===== config.mk =====
export PLATFORM = sky130hd
export DESIGN_NAME = frame_writer
export DESIGN_NICKNAME = d
export VERILOG_FILES = /design/src/rtl/fb_pkg.sv /design/src/rtl/frame_writer.sv
export SDC_FILE = /design/constraint.sdc
export NUM_CORES = 1
export LEC_CHECK = 0
export BUFFER_PORTS_ARGS = -buffer_cell sky130_fd_sc_hd__buf_2
export CORE_MARGIN = 4
export CORE_UTILIZATION = 25
export DETAILED_ROUTE_END_ITERATION = 8
export RECOVER_POWER = 100
export SYNTH_ARGS = -nofsm -noshare
export SYNTH_HDL_FRONTEND = slang
export SYNTH_SLANG_ARGS = --single-unit

===== constraint.sdc =====
create_clock -name CLK -period 6.35 [get_ports CLK]
set_input_delay 0.635 -clock CLK [delete_from_list [all_inputs] [get_ports CLK]]
set_output_delay 0.635 -clock CLK [all_outputs]
set_load 0.005 [all_outputs]

===== src/rtl/fb_pkg.sv =====
// Shared framebuffer definitions for the RAMProc write and read paths.
// Contents: address/pixel widths, IMAGE_STATE encodings, per-zoom frame
// sizes, the full framebuffer size and the frame_writer state encoding.
// frame_size() maps a zoom state to its pixel count.
package fb_pkg;

   localparam int FB_ADDR_W = 17;
   localparam int PIX_W     = 8;

   typedef enum logic [1:0] {
      IMG_NORMAL     = 2'b00,
      IMG_ZOOM_IN    = 2'b01,
      IMG_ZOOM_OUT   = 2'b10,
      IMG_NORMAL_ALT = 2'b11
   } img_state_t;

   localparam logic [FB_ADDR_W-1:0] FRAME_N_NORMAL     = 17'd19200;  // 160x120
   localparam logic [FB_ADDR_W-1:0] FRAME_N_ZOOM_IN    = 17'd76800;  // 320x240
   localparam logic [FB_ADDR_W-1:0] FRAME_N_ZOOM_OUT   = 17'd4800;   // 80x60
   localparam logic [FB_ADDR_W-1:0] FRAME_N_NORMAL_ALT = 17'd19200;
   localparam logic [FB_ADDR_W-1:0] FB_MAX             = 17'd76800;

   typedef enum logic [1:0] {
      ST_IDLE,
      ST_CLEAR,
      ST_STREAM,
      ST_FIN
   } fb_state_t;

   function automatic logic [FB_ADDR_W-1:0] frame_size(input logic [1:0] image_state);
      case (img_state_t'(image_state))
         IMG_ZOOM_IN:  return FRAME_N_ZOOM_IN;
         IMG_ZOOM_OUT: return FRAME_N_ZOOM_OUT;
         IMG_NORMAL:   return FRAME_N_NORMAL;
         default:      return FRAME_N_NORMAL_ALT;
      endcase
   endfunction

endpackage


===== src/rtl/frame_writer.sv =====
// Write-side controller for the RAMProc framebuffer.
// Accepts processed pixels over a valid/ready handshake, optionally zero-fills
// the whole framebuffer first, and drives the RAM write port through one
// register stage with bounds checking against the latched frame size.
//
// Ports:
//   CLK, RESET            clock, synchronous active-high reset
//   START, IMAGE_STATE    frame start pulse (IDLE only) and zoom state latched with it
//   PIX_VALID/ADDR/DATA   upstream pixel stream
//   PIX_READY             pixel accepted this cycle when PIX_VALID is high
//   RAM_WREN/WRADDR/DATA  RAMProc write port (registered)
//   BUSY                  frame in progress
//   DONE                  one-cycle completion pulse
//   ERR                   sticky: an out-of-range pixel was dropped this frame
//   PIX_COUNT             pixels accepted in the current or last frame
module frame_writer
   import fb_pkg::*;
#(
   parameter int ADDR_W   = FB_ADDR_W,
   parameter int DATA_W   = PIX_W,
   parameter bit CLEAR_EN = 1'b1
) (
   input  logic              CLK,
   input  logic              RESET,
   input  logic              START,
   input  logic [1:0]        IMAGE_STATE,
   input  logic              PIX_VALID,
   input  logic [ADDR_W-1:0] PIX_ADDR,
   input  logic [DATA_W-1:0] PIX_DATA,
   output logic              PIX_READY,
   output logic              RAM_WREN,
   output logic [ADDR_W-1:0] RAM_WRADDR,
   output logic [DATA_W-1:0] RAM_DATA,
   output logic              BUSY,
   output logic              DONE,
   output logic              ERR,
   output logic [ADDR_W-1:0] PIX_COUNT
);

   localparam logic [ADDR_W-1:0] CLR_END = ADDR_W'(FB_MAX);

   fb_state_t         state, state_nxt;
   logic [ADDR_W-1:0] frame_n;
   logic [ADDR_W-1:0] clr_next;      // next clear address to issue
   logic [ADDR_W-1:0] pix_count;
   logic [ADDR_W-1:0] pix_count_inc;
   logic              err;
   logic              start_ok, accept, last_pix, clr_last, in_range;

   logic              vld_p1;
   logic [ADDR_W-1:0] wraddr_p1;
   logic [DATA_W-1:0] wdata_p1;

   assign start_ok      = (state == ST_IDLE) && START;
   assign accept        = (state == ST_STREAM) && PIX_VALID;
   assign pix_count_inc = pix_count + ADDR_W'(1);
   assign last_pix      = accept && (pix_count_inc == frame_n);
   assign in_range      = PIX_ADDR < frame_n;
   // Address 0 is issued from IDLE on START, so CLEAR ends once all
   // remaining addresses have been issued; the cycle showing the final
   // clear write is therefore the last CLEAR cycle.
   assign clr_last      = (clr_next == CLR_END);

   always_ff @(posedge CLK) begin
      if (RESET) state <= ST_IDLE;
      else       state <= state_nxt;
   end

   always_comb begin
      state_nxt = state;
      PIX_READY = 1'b0;
      BUSY      = 1'b1;
      DONE      = 1'b0;
      case (state)
         ST_IDLE: begin
            BUSY = 1'b0;
            if (START) state_nxt = CLEAR_EN ? ST_CLEAR : ST_STREAM;
         end
         ST_CLEAR: begin
            if (clr_last) state_nxt = ST_STREAM;
         end
         ST_STREAM: begin
            PIX_READY = 1'b1;
            if (last_pix) state_nxt = ST_FIN;
         end
         ST_FIN: begin
            DONE      = 1'b1;
            state_nxt = ST_IDLE;
         end
         default: state_nxt = ST_IDLE;
      endcase
   end

   always_ff @(posedge CLK) begin
      if (RESET) begin
         frame_n   <= '0;
         clr_next  <= '0;
         pix_count <= '0;
         err       <= 1'b0;
      end else begin
         if (start_ok) begin
            frame_n   <= ADDR_W'(frame_size(IMAGE_STATE));
            clr_next  <= ADDR_W'(1);
            pix_count <= '0;
            err       <= 1'b0;
         end else if ((state == ST_CLEAR) && !clr_last) begin
            clr_next <= clr_next + ADDR_W'(1);
         end
         if (accept) begin
            pix_count <= pix_count_inc;
            if (!in_range) err <= 1'b1;
         end
      end
   end

   // Stage p1: registered RAM write port
   always_ff @(posedge CLK) begin
      if (RESET) begin
         vld_p1    <= 1'b0;
         wraddr_p1 <= '0;
         wdata_p1  <= '0;
      end else begin
         vld_p1 <= 1'b0;
         if (start_ok && CLEAR_EN) begin
            vld_p1    <= 1'b1;
            wraddr_p1 <= '0;
            wdata_p1  <= '0;
         end else if ((state == ST_CLEAR) && !clr_last) begin
            vld_p1    <= 1'b1;
            wraddr_p1 <= clr_next;
            wdata_p1  <= '0;
         end else if (accept && in_range) begin
            vld_p1    <= 1'b1;
            wraddr_p1 <= PIX_ADDR;
            wdata_p1  <= PIX_DATA;
         end
      end
   end

   assign RAM_WREN   = vld_p1;
   assign RAM_WRADDR = wraddr_p1;
   assign RAM_DATA   = wdata_p1;
   assign ERR        = err;
   assign PIX_COUNT  = pix_count;

endmodule


==> results_dict.tcl <==
set metrics [dict create \
    postRouteWirelength_mm 10.5 \
    slowest_delay_ns 1.97 \
    critPathTopFamily "compound AO/OA/AOI/OAI gates" \
    netlist_area_um2 3680 \
    grt_pass1_vias 3222 \
    ys_seq_area_frac 0.370 \
    rsz0062_at_grt "false" \
    synth-async-reset-ratio 0 \
    vias 3516 \
    routabilityCongestion 0.813 \
    antenna_cells 0 \
    syn_inst 476 \
    synth_top_cell_area_share 0.370 \
    nets 592 \
    setup_violations 0 \
    die_area_um2 16700 \
    synth_top_flop_cell "dfxtp_1" \
    ctsHoldBuffers 0 \
    fillers 1559 \
    status "finished, violations left" \
    timing.final.crit_share 0.655 \
    power_mw 1.52 \
    initial_core_util 0.254 \
    tritoncts "built" \
    root_buffer "clkbuf_16" \
    vdd_drop_max_v 0.000164 \
    numPortBuffers 77 \
    grt_first_pass_wirelength_mm 16.7 \
    syn-num-nets 528 \
    die_x_um 129 \
    clock-sinks 68 \
    cts_max_level 3 \
    core_area_um2 14500 \
    failed_checks "max-capacitance violations, max-slew violations" \
    final_common_cell "nand2_1" \
    endpoint_kind "flip-flop" \
    ant_nets 0 \
    drt_iter0_markers 214 \
    synth_seq_cells 68 \
    fp.dieH_um 129 \
    path_clk_slew_ns 0.06 \
    crit_path_start_kind "flip-flop" \
    antenna_found_initial 0 \
    relSlewSlack -0.628 \
    cp_num_buf_inv 2 \
    p_per_area_nw_per_um2 337 \
    cap_violations 1 \
    yosys-top-cells-area "dfxtp_1 (37%), nand2_1 (8.4%), ha_1 (7.1%), nor2_1 (5.6%), a21oi_1 (4.8%)" \
    hold_class "flip-flop to flip-flop" \
    drive_above_1_share 0.143 \
    hold_viol 0 \
    required_ns 6.62 \
    syn_to_final_growth_pct 22.5 \
    post_cts_buffers 0 \
    final.setup_skew_ns 0.00605 \
    path_cells "inv_1 -> ha_1 -> or4b_1 -> o41ai_1 -> clkbuf_1 -> o21ai_0 -> a31oi_1" \
    layout_common_cells "nand2_1 (82), dfxtp_1 (68), buf_2 (56)" \
    wire_per_inst_um 14.4 \
    io_pins 78 \
    max_freq_ghz 0.240 \
    cts_buffers 9 \
    cp_max_fo 20 \
    crit_slowest_cell "o41ai_1" \
    period_needed_ns 4.16 \
    dr.pass1.iters 4 \
    ctsResizeCount 0 \
    p_leak_nw 1.71 \
    max-clock-path-buffers 2 \
    worst_pin_slew_ns 2.41 \
    grt-ovfl-total 0 \
    grt_use_total 0.128 \
    synth_cell_types 50 \
    synth_edf_count 0 \
    cp.arrival_ns 4.43 \
    grt_max_degree 31 \
    yosys_warnings 0 \
    synth_top_area_cell "dfxtp_1" \
    core.rowCount 44 \
    worst_skew_pair.late_latency_ns 0.34 \
    syn_avg_cell_area_um2 7.73 \
    drv_slew 17 \
    vias_per_cell 4.82 \
    drc_errors 0 \
    fin_tns_setup_ns 0 \
    crit_type "flip-flop to flip-flop" \
    dp_hpwl_mm 7.67 \
]
-- worst register-to-register path, delay by kind of cell, from the launching register on --
kind            cells  cell delay [ns]
compound gates      3             2.39
fa+ha+maj           1             0.15
buf+inv             2             0.72
flops               1             0.36
simple gates        1             0.47
-- logic make-up after synthesis --
family	count (synthesis)	share of synthesized area
buffers and inverters	43	0.0462
adder cells (fa/ha/maj)	21	0.0714
AND/OR/NAND/NOR	203	0.256
multiplexers	1	0.00272
AO/OA/AOI/OAI	111	0.185
flip-flops	68	0.370
XOR/XNOR	29	0.0690
-- routing by layer --
| layer | global-route usage | vias up | share of wire |
|---|---|---|---|
| met5 | 0 | - | 0 |
| met4 | 0.0587 | 0 | 0.025 |
| met3 | 0.0433 | 18 | 0.069 |
| met2 | 0.188 | 87 | 0.43 |
| met1 | 0.169 | 1624 | 0.47 |
| li1 | - | 1787 | - |
-- sequential cells by signal, summed over array words and instances (netlist names) --
register / count
ERR: 1
clr_next: 17
RAM_DATA: 8
RAM_WREN: 1
RAM_WRADDR: 17
PIX_COUNT: 17
frame_n: 5
state: 2
-- Yosys cell counts (2+ instances only) --
cell type and number:
nor4_1 7, or3_1 3, nand4_1 8, a31oi_1 19, and3_1 6, inv_1 17
and2_1 3, a21o_1 3, clkbuf_1 18, nand2_1 82, a21oi_1 35, xor2_1 11
nor3_1 7, and4b_1 2, o21ai_0 32, ha_1 21, buf_2 6, xnor2_1 18
nand3_1 15, nand2b_1 5, dfxtp_1 68, o21a_1 2, a22oi_1 5, a211oi_1 3
nor2_1 55
-- cell type report --
class | instances | area, um2 | share of cell area
Multi-Input combinational cell | 365 | 2120 | 0.471
Sequential cell | 68 | 1360 | 0.302
Timing Repair Buffer | 79 | 370 | 0.0821
Clock buffer | 11 | 253 | 0.0560
Tap cell | 184 | 230 | 0.0511
Clock inverter | 5 | 106 | 0.0236
Inverter | 17 | 63.8 | 0.0142
-- worst paths after layout --
kind / slack, ns / from / cells after the start / end
hold / removal: 0.45 / RAM_DATA[2]$_SDFFE_PP0P_ / 2 / RAM_DATA[2]$_SDFFE_PP0P_
hold reg to reg: 0.45 / RAM_DATA[2]$_SDFFE_PP0P_ / 2 / RAM_DATA[2]$_SDFFE_PP0P_
setup / recovery: 2.19 / clr_next[0]$_SDFFE_PP0P_ / 7 / RAM_WRADDR[9]$_SDFFE_PP0P_
setup reg to reg: 2.19 / clr_next[0]$_SDFFE_PP0P_ / 7 / RAM_WRADDR[9]$_SDFFE_PP0P_
-- metrics by stage --
stage | hold WS [ns] | std cells | cell area [um2] | utilization | setup slack (ns)
2_1_floorplan | 0.448 | 476 | 3680 | - | 4.10
3_3_place_gp | 0.441 | 713 | 4210 | 0.291 | 3.56
3_5_place_dp | 0.442 | 713 | 4210 | 0.291 | 3.54
4_1_cts | 0.452 | 729 | 4570 | 0.316 | 3.52
5_1_grt | 0.466 | 729 | 4510 | 0.311 | 1.74
6_report | 0.454 | 729 | 4510 | 0.311 | 2.19
-- power by group --
part	internal (mW)	total [mW]	switching (mW)	leakage (nW)
Combinational	0.140	0.393	0.252	0.982
Sequential	0.480	0.524	0.0443	0.551
Clock	0.406	0.605	0.199	0.172
Power figures use the tool's default switching activity.
